===== src/rtl/p_mul_arb.sv =====
// Two-port round-robin arbiter and sequencer for a shared packed multiplier.
// Latches the winning request and holds it on the m_* port until the multiplier finishes. Returns the result to the winner only.
module p_mul_arb #(
  parameter int WDOG_CYCLES = 40
) (
  input  logic        clock,
  input  logic        reset,
  input  logic        a_valid,
  output logic        a_ready,
  input  logic        a_mul_l,
  input  logic        a_mul_h,
  input  logic        a_clmul,
  input  logic [4:0]  a_pw,
  input  logic [31:0] a_crs1,
  input  logic [31:0] a_crs2,
  output logic [31:0] a_result,
  output logic        a_error,
  input  logic        b_valid,
  output logic        b_ready,
  input  logic        b_mul_l,
  input  logic        b_mul_h,
  input  logic        b_clmul,
  input  logic [4:0]  b_pw,
  input  logic [31:0] b_crs1,
  input  logic [31:0] b_crs2,
  output logic [31:0] b_result,
  output logic        b_error,
  output logic        m_valid,
  input  logic        m_ready,
  output logic        m_mul_l,
  output logic        m_mul_h,
  output logic        m_clmul,
  output logic [4:0]  m_pw,
  output logic [31:0] m_crs1,
  output logic [31:0] m_crs2,
  input  logic [31:0] m_result,
  output logic        busy
);

  localparam int WW = $clog2(WDOG_CYCLES);

  typedef enum logic [1:0] {IDLE, BUSY, RESP} state_t;

  state_t        state, state_next;
  logic          grant;       // 0 = port A, 1 = port B
  logic          ptr;         // port that wins when both request
  logic [WW-1:0] wdog;

  logic          any_req, sel_b, sel_malformed, gnt_valid, wdog_done;
  logic          sel_mul_l, sel_mul_h, sel_clmul;
  logic [4:0]    sel_pw;
  logic [31:0]   sel_crs1, sel_crs2;

  logic          grant_d, resp_d, a_ready_d, b_ready_d, error_d;
  logic [31:0]   result_d;

  assign any_req   = a_valid | b_valid;
  assign sel_b     = (a_valid && b_valid) ? ptr : b_valid;
  assign sel_mul_l = sel_b ? b_mul_l : a_mul_l;
  assign sel_mul_h = sel_b ? b_mul_h : a_mul_h;
  assign sel_clmul = sel_b ? b_clmul : a_clmul;
  assign sel_pw    = sel_b ? b_pw    : a_pw;
  assign sel_crs1  = sel_b ? b_crs1  : a_crs1;
  assign sel_crs2  = sel_b ? b_crs2  : a_crs2;
  assign sel_malformed = !$onehot(sel_pw) || !$onehot({sel_mul_l, sel_mul_h, sel_clmul});
  assign gnt_valid = grant ? b_valid : a_valid;
  assign wdog_done = (wdog == WW'(WDOG_CYCLES - 1));
  assign busy      = (state != IDLE);

  // NOTE: sequential state uses non-blocking assignments so every flop samples pre-edge values.
  always_ff @(posedge clock or posedge reset) begin
    if (reset) state <= IDLE;
    else       state <= state_next;
  end

  // NOTE: every combinational output gets a default first so no latch is inferred.
  always_comb begin
    state_next = state;
    unique case (state)
      IDLE: if (any_req) state_next = sel_malformed ? RESP : BUSY;
      // A dropped request aborts even if the multiplier finishes this cycle.
      BUSY: begin
        if (!gnt_valid)                 state_next = IDLE;
        else if (m_ready || wdog_done)  state_next = RESP;
      end
      RESP: state_next = IDLE;
      default: state_next = IDLE;
    endcase
  end

  always_comb begin
    grant_d  = (state == IDLE) ? sel_b : grant;
    result_d = '0;
    error_d  = 1'b0;
    if (state == IDLE) begin
      error_d = 1'b1;
    end else if (state == BUSY) begin
      if (m_ready) result_d = m_result;
      else         error_d  = 1'b1;
    end
    resp_d    = (state_next == RESP) && (state != RESP);
    a_ready_d = resp_d && !grant_d;
    b_ready_d = resp_d &&  grant_d;
  end

  always_ff @(posedge clock or posedge reset) begin
    if (reset) begin
      grant    <= 1'b0;
      ptr      <= 1'b0;
      wdog     <= '0;
      a_ready  <= 1'b0;
      a_result <= '0;
      a_error  <= 1'b0;
      b_ready  <= 1'b0;
      b_result <= '0;
      b_error  <= 1'b0;
      m_valid  <= 1'b0;
      m_mul_l  <= 1'b0;
      m_mul_h  <= 1'b0;
      m_clmul  <= 1'b0;
      m_pw     <= '0;
      m_crs1   <= '0;
      m_crs2   <= '0;
    end else begin
      a_ready  <= a_ready_d;
      a_result <= a_ready_d ? result_d : '0;
      a_error  <= a_ready_d & error_d;
      b_ready  <= b_ready_d;
      b_result <= b_ready_d ? result_d : '0;
      b_error  <= b_ready_d & error_d;
      m_valid  <= (state_next == BUSY);
      wdog     <= (state == BUSY) ? wdog + WW'(1) : '0;
      if (state == IDLE && any_req) begin
        grant   <= sel_b;
        m_mul_l <= sel_mul_l;
        m_mul_h <= sel_mul_h;
        m_clmul <= sel_clmul;
        m_pw    <= sel_pw;
        m_crs1  <= sel_crs1;
        m_crs2  <= sel_crs2;
      end
      // Pointer moves only on a delivered response, never on abort.
      if (state == RESP) ptr <= ~grant;
    end
  end

endmodule


===== config.mk =====
export PLATFORM = sky130hd
export DESIGN_NAME = p_mul_arb
export DESIGN_NICKNAME = d
export VERILOG_FILES = /design/src/rtl/p_mul_arb.sv
export SDC_FILE = /design/constraint.sdc
export NUM_CORES = 1
export LEC_CHECK = 0
export ABC_AREA = 1
export CORE_MARGIN = 2
export CORE_UTILIZATION = 36
export CTS_CLUSTER_DIAMETER = 100
export DETAILED_ROUTE_END_ITERATION = 10
export PLACE_DENSITY = 0.78
export SETUP_SLACK_MARGIN = 0.3
export SYNTH_ARGS = -nofsm -noshare
export SYNTH_HDL_FRONTEND = slang
export SYNTH_SLANG_ARGS = --single-unit
export TNS_END_PERCENT = 1

===== constraint.sdc =====
create_clock -name clock -period 5.44 [get_ports clock]
set_input_delay 1.088 -clock clock [delete_from_list [all_inputs] [get_ports clock]]
set_output_delay 1.088 -clock clock [all_outputs]
set_load 0.005 [all_outputs]

==> run_results.csv <==
group,metric,value,unit
run_status,status,"complete, no violations",
worst_setup_path,worstPathRequired,5730,ps
timing,maxSlewHeadroom,0.274,
grt,grt_start_max_net_pins,114,
power_and_ir_drop,peakVddDrop,261,µV
finish,stdcell_count,1192,
grt,grt_usage,0.214,
worst_setup_path,worst_path_largest_cell_delay,580,ps
clock_network,clock_latency,420,ps
synth,syn-mean-instance-area,9.35,µm²
timing,hold-worst-slack,485,ps
routing,drt_first_pass_iters,6,
clock_network,tritoncts,"yes",
synth,synth.most_common_cell,"dfrtp_1",
synth,syn_area,0.00608,mm²
floorplanning,fp-row-count,47,
floorplanning,initial_core_util,0.368,
routing,ant_nets,0,
synth,synthArstFlopShare,1.00,
worst_setup_path,end_kind,"flop",
synth,yosys_warnings,0,
worst_setup_path,crit_arrival,4400,ps
clock_network,ctsResizeCount,0,
timing,min_period_over_period,0.755,
synth,ys_seq_area_frac,0.622,
timing,fmax,243,MHz
placement,dp_hpwl,13.5,mm
placement,dp.cells,1160,
grt,antenna_found_initial,0,
grt,grt_overflow,0,
worst_setup_path,path_cells,"clkdlybuf4s50_1 -> inv_1 -> a21oi_4 -> nand2_1 -> nand2_1 -> fa_1 -> inv_1 -> fa_1 -> inv_1 -> ha_1 -> nor2_1 -> nand3_1 -> nand2_1 -> nand2_4 -> nand2_4 -> nor2_1",
synth,synth_nets,836,
finish,fin_nets,1145,
timing,worst_pin_slew,1090,ps
timing,tns,0,ps
clock_network,cts_setup_buffers,0,
finish,finalInstanceArea,0.0100,mm²
grt,grt_pass1_vias,5790,
min_path,worstHoldPathType,"reg -> reg",
timing,hold_viol_final,0,
finish,diodes,0,
finish,drive_above_1_share,0.0576,
synth,synthDistinctLibCells,24,
timing,finClkSkew,11.6,ps
worst_setup_path,crit_type,"in -> reg",
finish,area_delta_synth_final,65.2,%
synth,yosys-top-cells-count,"151 x dfrtp_1, 145 x nor2_1, 120 x nand2_1",
floorplanning,dieHeight,134,µm
floorplanning,core,0.0165,mm²
timing,rsz0062_at_grt,"no",
placement,io_buffers,322,
routing,drcViolationCount,0,
worst_setup_path,crit_fanout,34,
synth,synth_top_area_frac,0.622,
finish,final_core_util,0.607,
placement,dpl_cell_area,0.00942,mm²
timing,min_period,4110,ps
routing,vias,5679,
finish,n_fill_cell,1407,
clock_network,cts_inserted_buffers,17,
placement,gp_congestion,0.830,
clock_network,cts_root_buffer,"clkbuf_16",
power_and_ir_drop,p_leak,4.27,nW
clock_network,clock_sinks,151,
floorplanning,die_area,0.0179,mm²
worst_setup_path,cp-start-kind,"primary input",
synth,ys_ff_latch,151,
clock_network,clk_pin_slew_worst_paths,70,ps
routing,viasPerCell,4.76,
floorplanning,die_w,134,µm
grt,grt_pass1_wl,29.9,mm
job,cap_violations,0,
clock_network,cts_hold_buf,0,
power_and_ir_drop,powerDensity,438,mW/mm²
floorplanning,io_pins,323,
timing,setup_viol,0,
timing,slew_viol_final,0,
routing,wire_per_inst,15.8,µm
synth,postSynthCellCount,650,
synth,synthFlopType,"dfrtp_1",
synth,synthTopCellsByArea,"dfrtp_1 62%, nor2_1 9.0%, o21ai_0 8.6%, nand2_1 7.4%, o21ai_1 3.3%",
synth,synth.largest_area_cell,"dfrtp_1",
clock_network,cts.path.max_buffers,2,
routing,drt_iter0_drc,210,
synth,synth_edf_count,0,
worst_setup_path,cp_slowest_cell,"a21oi_4",
routing,wirelength,18.8,mm
clock_network,htree_num_levels,4,
-- final timing paths --
check                      startpoint          end  cells past startpoint  slack [ps]
max                           b_valid  b_result[7]                     16        1330
min                         m_crs2[5]    m_crs2[5]                      2         480
max reg2reg                       ptr  b_result[7]                     15        2130
min reg2reg                 m_crs2[5]    m_crs2[5]                      2         480
max in group asynchronous       reset    m_crs2[1]                      3        3180
min in group asynchronous       reset    m_crs1[9]                      2        1210
-- cell type report --
cell class / instances / area, µm² / area share
inverter: 19 / 75.1 / 0.00748
timing repair buffer: 328 / 3280 / 0.327
clock buffer: 17 / 425 / 0.0424
clock inverter: 15 / 195 / 0.0194
tap: 220 / 275 / 0.0274
sequential: 151 / 3780 / 0.376
multi-input combinational: 442 / 2010 / 0.200
-- kinds of logic (layout without fill, tap and decap cells) --
family | after synthesis | after routing | share of synthesized area
flops | 151 | 151 | 0.622
buf+inv | 57 | 379 | 0.0484
fa+ha+maj | 5 | 5 | 0.0140
simple gates | 285 | 285 | 0.187
compound gates | 152 | 152 | 0.129
-- per-stage QoR --
stage / setup WS [ps] / total power [mW]
6_report: 1330 / 4.40
5_1_grt: 959 / 4.67
4_1_cts: 1300 / 4.46
3_5_place_dp: 860 / 3.24
3_3_place_gp: 955 / 3.20
2_1_floorplan: 1750 / 2.33
-- placed cells by master, fill, tap and decap left out, types with 2 or more instances in the layout --
master,synthesis,final
o21ai_0,104,104
clkbuf_16,0,17
clkinv_8,0,5
nand2_4,3,3
a21oi_1,2,2
nand3_1,6,6
nor2_2,1,2
nor3_1,3,3
or2_2,5,5
buf_4,7,5
nand2_1,120,119
nor2_1,145,144
a31oi_1,4,4
inv_6,0,6
o21ai_1,40,40
inv_1,16,15
fa_1,3,3
inv_2,3,3
inv_8,0,2
dfrtp_1,151,151
clkdlybuf4s50_1,0,322
ha_1,2,2
-- flip-flops by register name (all words and copies together), names as in the netlist, 2 cells and up --
name	flops
b_result	32
a_result	32
state	2
m_crs1	32
wdog	6
m_pw	5
m_crs2	32
-- metal layers --
metal  vias to the layer above  share of wire  track usage
met5                         -              0            0
met4                         0          0.023       0.0757
met3                        29          0.080       0.0718
met2                       237           0.52        0.381
met1                      2699           0.38        0.240
li1                       2714              -            -
-- critical path: cells and delay by family --
family | cells | cell delay [ps]
AND/OR/NAND/NOR | 8 | 1110
adder cells (fa/ha/maj) | 3 | 870
buffers and inverters | 4 | 730
AO/OA/AOI/OAI | 1 | 580
-- where the power goes --
part	internal [mW]	switching, mW	leakage (nW)
Combinational	0.829	0.774	2.01
Sequential	1.42	0.161	1.96
Clock	0.665	0.542	0.301
Total	2.92	1.48	4.27
Power figures use the tool's default switching activity.
